File: src/rtl/ggt_batch_sequencer.sv
// Walks N_PAIRS operand pairs from a ROM through ggt_top and writes each result to a RAM slot at the same index.
// A watchdog replaces a missing result with all ones so a hung core cannot stall the batch.
module ggt_batch_sequencer #(
  parameter int N_PAIRS = 16,
  parameter int ADDR_W  = 8,
  parameter int DATA_W  = 16,
  parameter int TIMEOUT = 65535
) (
  input  logic                clk,
  input  logic                rst_i,
  input  logic                run_i,
  output logic [ADDR_W-1:0]   rom_addr_o,
  input  logic [2*DATA_W-1:0] rom_data_i,
  output logic                ggt_start_o,
  output logic [DATA_W-1:0]   ggt_zahl1_o,
  output logic [DATA_W-1:0]   ggt_zahl2_o,
  input  logic                ggt_valid_i,
  input  logic [DATA_W-1:0]   ggt_ergebnis_i,
  output logic [ADDR_W-1:0]   res_addr_o,
  output logic [DATA_W-1:0]   res_data_o,
  output logic                res_wren_o,
  output logic                busy_o,
  output logic                done_o,
  output logic [ADDR_W:0]     pairs_done_o,
  output logic [ADDR_W:0]     err_cnt_o
);

  localparam int WD_W  = $clog2(TIMEOUT + 1);
  localparam int CNT_W = ADDR_W + 1;
  localparam logic [CNT_W-1:0]  SAT      = CNT_W'(N_PAIRS);
  localparam logic [ADDR_W-1:0] LAST_IDX = ADDR_W'(N_PAIRS - 1);
  localparam logic [WD_W-1:0]   WD_LAST  = WD_W'(TIMEOUT - 1);

  typedef enum logic [2:0] {
    S_IDLE, S_FETCH, S_LATCH, S_ISSUE, S_WAIT, S_WRITE, S_DONE
  } state_t;

  state_t            state_q, state_d;
  logic              run_q;
  logic [ADDR_W-1:0] idx_q, idx_d;
  logic [WD_W-1:0]   wd_q, wd_d;
  logic [DATA_W-1:0] zahl1_q, zahl1_d, zahl2_q, zahl2_d, res_q, res_d;
  logic [CNT_W-1:0]  pairs_q, pairs_d, err_q, err_d;

  always_ff @(posedge clk) begin
    if (rst_i) begin
      state_q <= S_IDLE;
      run_q   <= 1'b0;
      idx_q   <= '0;
      wd_q    <= '0;
      zahl1_q <= '0;
      zahl2_q <= '0;
      res_q   <= '0;
      pairs_q <= '0;
      err_q   <= '0;
    end else begin
      state_q <= state_d;
      run_q   <= run_i;
      idx_q   <= idx_d;
      wd_q    <= wd_d;
      zahl1_q <= zahl1_d;
      zahl2_q <= zahl2_d;
      res_q   <= res_d;
      pairs_q <= pairs_d;
      err_q   <= err_d;
    end
  end

  always_comb begin
    state_d = state_q;
    idx_d   = idx_q;
    wd_d    = wd_q;
    zahl1_d = zahl1_q;
    zahl2_d = zahl2_q;
    res_d   = res_q;
    pairs_d = pairs_q;
    err_d   = err_q;
    case (state_q)
      S_IDLE: begin
        if (run_i && !run_q) begin
          state_d = S_FETCH;
          idx_d   = '0;
          pairs_d = '0;
          err_d   = '0;
        end
      end
      S_FETCH: state_d = S_LATCH;
      S_LATCH: begin
        zahl1_d = rom_data_i[2*DATA_W-1:DATA_W];
        zahl2_d = rom_data_i[DATA_W-1:0];
        if (rom_data_i == '0) begin
          res_d   = '0;
          state_d = S_WRITE;
        end else begin
          state_d = S_ISSUE;
        end
      end
      S_ISSUE: begin
        wd_d    = '0;
        state_d = S_WAIT;
      end
      S_WAIT: begin
        wd_d = wd_q + 1'b1;
        // wd_q==0 marks the first WAIT cycle, where valid may still be the previous result
        if (wd_q != '0 && ggt_valid_i) begin
          res_d   = ggt_ergebnis_i;
          state_d = S_WRITE;
        end else if (wd_q == WD_LAST) begin
          res_d   = '1;
          err_d   = (err_q < SAT) ? err_q + 1'b1 : err_q;
          state_d = S_WRITE;
        end
      end
      S_WRITE: begin
        pairs_d = (pairs_q < SAT) ? pairs_q + 1'b1 : pairs_q;
        if (idx_q == LAST_IDX) begin
          state_d = S_DONE;
        end else begin
          idx_d   = idx_q + 1'b1;
          state_d = S_FETCH;
        end
      end
      S_DONE: begin
        if (!run_i) state_d = S_IDLE;
      end
      default: state_d = S_IDLE;
    endcase
  end

  assign rom_addr_o   = idx_q;
  assign ggt_start_o  = (state_q == S_ISSUE);
  assign ggt_zahl1_o  = zahl1_q;
  assign ggt_zahl2_o  = zahl2_q;
  assign res_addr_o   = idx_q;
  assign res_data_o   = res_q;
  assign res_wren_o   = (state_q == S_WRITE);
  assign busy_o       = (state_q != S_IDLE) && (state_q != S_DONE);
  assign done_o       = (state_q == S_DONE);
  assign pairs_done_o = pairs_q;
  assign err_cnt_o    = err_q;

endmodule

File: config.mk
export PLATFORM = sky130hd
export DESIGN_NAME = ggt_batch_sequencer
export DESIGN_NICKNAME = d
export VERILOG_FILES = /design/src/rtl/ggt_batch_sequencer.sv
export SDC_FILE = /design/constraint.sdc
export NUM_CORES = 1
export LEC_CHECK = 0
export CORE_ASPECT_RATIO = 1.1
export CORE_MARGIN = 1.5
export CORE_UTILIZATION = 43
export CTS_BUF_LIST = sky130_fd_sc_hd__clkbuf_2
export CTS_CLUSTER_DIAMETER = 100
export DETAILED_ROUTE_END_ITERATION = 16
export PLACE_DENSITY = 0.76
export SLEW_MARGIN = 20
export SYNTH_ARGS = -nofsm -noshare
export SYNTH_HDL_FRONTEND = slang
export SYNTH_SLANG_ARGS = --single-unit
File: constraint.sdc
create_clock -name clk -period 1.97 [get_ports clk]
set_input_delay 0.591 -clock clk [delete_from_list [all_inputs] [get_ports clk]]
set_output_delay 0.591 -clock clk [all_outputs]
set_load 0.01 [all_outputs]
==> impl_results.md <==
- Outcome: complete, but fails checks
- Failing checks: negative setup slack
- Placed Cells incl. Taps: between 700 and 800
- H-Tree Depth: 3
- Cell taking the most area after synthesis: dfxtp_1
- Max_cap viols: 0
- Drt total wl: ~13 mm
- Tmin final: about 2100 ps
- Final hold vios: 0
- Worst hold path depth: 2
- CP cell instances: buf_6 > nor2b_4 > or3_4 > buf_6
- CTS tree: yes
- Total Nets Final: 757
- FF+latch count, synth: 94
- Syn Nets: around 540
- Origin of the worst min-delay path: rst_i
- Worst hold endpoint: pairs_done_o[1]
- Largest net degree at the start of global routing: 34
- Post-synthesis cell type count: between 50 and 60
- # setup viols final: 24
- Clock Path Buffers: 2
- Mapped Cells: between 400 and 500
- GR Overflow Total: 0
- Global-route wire length before repair: ~21 mm
- Clk pwr share: 0.197
- Fin area: between 6000 and 7000 um2
- Part of the power in registers: 0.405
- Unrepaired setup endpoints after global routing: yes
- Count leader, synth: dfxtp_1
- Max Freq: about 0.47 GHz
- Post-synth EDFFs: 0
- Clock skew: 42.37 ps
- CP Class: reg -> out
- Reg2reg end: res_data_o[1]
- Worst Path Arrival: between 1500 and 2000 ps
- Synth Flop Type: dfxtp_1
- Die height: roughly 110 um
- Worst Hold Class: in -> reg
- Syn Area/Cell: ~8.4 um2
- Area grow syn2layout: 64.66%
- Most used cell, CP: buf_6
- Pre-CTS setup slack: -531.1 ps
- Post-DP HPWL: about 8.4 mm
- Synth top area share: 0.4602
- Ys Warns: 0
- Slowest CP cell: dfxtp_2
- Post-Syn Area: roughly 4100 um2
- Num CTS Buffers: 9
- Worst-Margin Slew: between 500 and 600 ps
- Via count: approximately 4.5k
- PwrDens: approximately 810 nW/um2
- Ant. Diodes: 0
- Crit-path max FO: 5
- Vias in the first global route: approximately 4.4k
- Final Wtd Congestion: about 0.92
- Cell Area, Placed: 5884 um2
- CTS Root Cell: clkbuf_2
- Switching pwr: roughly 1900 uW
- Combinational power share: 0.398
- Worst reg2reg path depth: 9
- Sequential cell area fraction in the yosys report: 0.4602
- R2R Path Start: wd_q[0]
- Slew margin rel.: 0.6233
- Final WS setup: -166.3 ps
- Maximum VDD drop: between 500 and 600 uV
- Bufs and invs on worst path: 2
- Num ports: 138
- Worst hold slack: approximately 430 ps
- Setup crit end kind: output port
- Vias per cell: about 5.5
- Pins Over Slew Limit: 0
- Initial core utilization: 0.4394
- Flop-to-flop setup slack: -160 ps
- Sw Share: 0.3467
- Synth top cells by count: 94 x dfxtp_1, 75 x nand2_1, 70 x a21oi_1
- WP data required: approximately 1400 ps
- Crit path max-delay family: flip-flops
- Initial DRC count: 200
- Fraction of layout cells with a size suffix above 1: 0.3556
- Gr usage total: 0.2583
- Initial antenna violation count: 0
- Die width: between 90 and 100 um
- CP Launch Type: flip-flop
- Final TNS setup: -2689 ps
- DRC Markers: 0
- Number of clock sinks: 94
- Static Leak: 0.002885 uW
- IO buf count: 137
- Clk slew on worst S/H paths: between 200 and 300 ps
- DR pass1 iterations: 4
- Post-DRT Antenna Nets: 0
- Worst-Skew Late Latency: about 540 ps
- FILL cells: about 690
- Critical Path Max Stage Delay: 410 ps
- Fin crit share: 1.084
- Int Power: between 3000 and 4000 uW
- WL per Instance: about 16 um
- Post-Layout Cell Count: just over 800
- Die area: around 10000 um2
- Top post-synthesis cells by area: dfxtp_1 46%, a21oi_1 8.6%, nand2_1 6.9%
- FFs w/ async S/R, synth: 0
- Rows: 37
- Placeable Area: ~9300 um2
[worst reg2reg max path, stage by stage, from the launching register on]
cell	delay [ps]
dfxtp_2	380
inv_2	80
ha_4	130
nor4b_4	200
a41oi_2	190
buf_4	180
o21bai_4	180
a221oi_4	400
clkbuf_16	240
o2bb2ai_2	100
[worst max-delay path by stage]
stage | to | startpoint | cells past startpoint | slack, ps
5_1_grt | res_data_o[15] | wd_q[0] | 9 | -240
6_report | busy_o | state_q[1] | 4 | -170
2_1_floorplan | err_cnt_o[3] | wd_q[0] | 7 | 10
3_5_place_dp | res_data_o[2] | ggt_valid_i | 7 | -530
4_1_cts | busy_o | state_q[1] | 4 | -210
3_3_place_gp | state_q[2] | rom_data_i[1] | 7 | -400
[power groups by stage]
stage | Clock, uW | Combinational [uW] | Sequential, uW
after floorplan | 0 | 878 | 2250
after global placement | 0 | 1860 | 2210
after detailed placement | 0 | 1900 | 2210
after CTS | 1100 | 2040 | 2210
after global routing | 1180 | 2380 | 2240
final | 1080 | 2180 | 2220
[cell families (layout without fill, tap and decap cells)]
family | count (synthesis) | count (layout) | synth area share
compound gates | 126 | 126 | 0.1968
buf+inv | 49 | 266 | 0.05477
xor+xnor | 10 | 10 | 0.02142
fa+ha+maj | 6 | 6 | 0.01836
mux | 1 | 1 | 0.002754
flops | 94 | 94 | 0.4602
simple gates | 200 | 200 | 0.2457
[stage by stage]
stage                     total power [uW]  utilization
after floorplan                       3131            -
after global placement                4070       0.6324
after detailed placement              4108       0.6324
after CTS                             5357       0.6960
after global routing                  5798       0.7235
final                                 5476       0.7235
[timing repair]
| action | in CTS | in global routing |
|---|---|---|
| endpoints found under the hold margin | 0 | 0 |
| gates cloned | 0 | 1 |
| setup endpoints to repair | 107 | 39 |
| gates resized for setup | 209 | 47 |
| pin swaps | 10 | 9 |
| hold buffers | 0 | 0 |
| setup buffers | 40 | 7 |
[layer usage]
metal | routed length, um | vias to the layer above | track usage
met1 | 5163 | 2158 | 0.2988
met5 | 0 | - | 0
met3 | 775 | 37 | 0.06494
li1 | - | 2149 | -
met2 | 6548 | 138 | 0.4457
met4 | 399 | 0 | 0.1029
[layout make-up]
cell class | instances | area, um2 | area share
clock inverter | 5 | 83.83 | 0.01245
tap | 117 | 146.4 | 0.02174
inverter | 12 | 47.55 | 0.007062
sequential | 94 | 1996 | 0.2964
clock buffer | 10 | 50.05 | 0.007434
multi-input combinational | 343 | 2290 | 0.3401
timing repair buffer | 239 | 2120 | 0.3148
[flip-flops by register name (all words and copies together) (netlist names)]
signal and flops:
ggt_zahl2_o 16, wd_q 16, run_q 1, ggt_zahl1_o 16
res_data_o 16, err_cnt_o 9, state_q 3, pairs_done_o 9
res_addr_o 8
[cells in the final DEF, fill, tap and decap left out, types with 3 or more instances in the layout]
cell and n:
nor3b_1 5, a21oi_1 69, o2bb2ai_2 15, dlygate4sd2_1 77
or3_1 6, nand2b_1 6, buf_4 91, dfxtp_2 64
nor2b_1 4, nand3b_1 4, or3_4 3, o2111ai_1 5
and3_1 5, xor2_1 8, buf_12 4, clkdlybuf4s50_1 50
inv_2 3, nand3_1 10, or4_1 3, dfxtp_1 21
o21ai_0 6, clkdlybuf4s15_1 4, nand4_1 4, nor2_1 31
nor3_1 9, nand2_1 74, a31oi_1 6, ha_1 4
clkbuf_2 11, nor4_1 8, buf_6 9, nor4_2 3
and2_1 6, dfxtp_4 9, inv_1 8, o211ai_1 6
(Power assumes the default switching activity.)
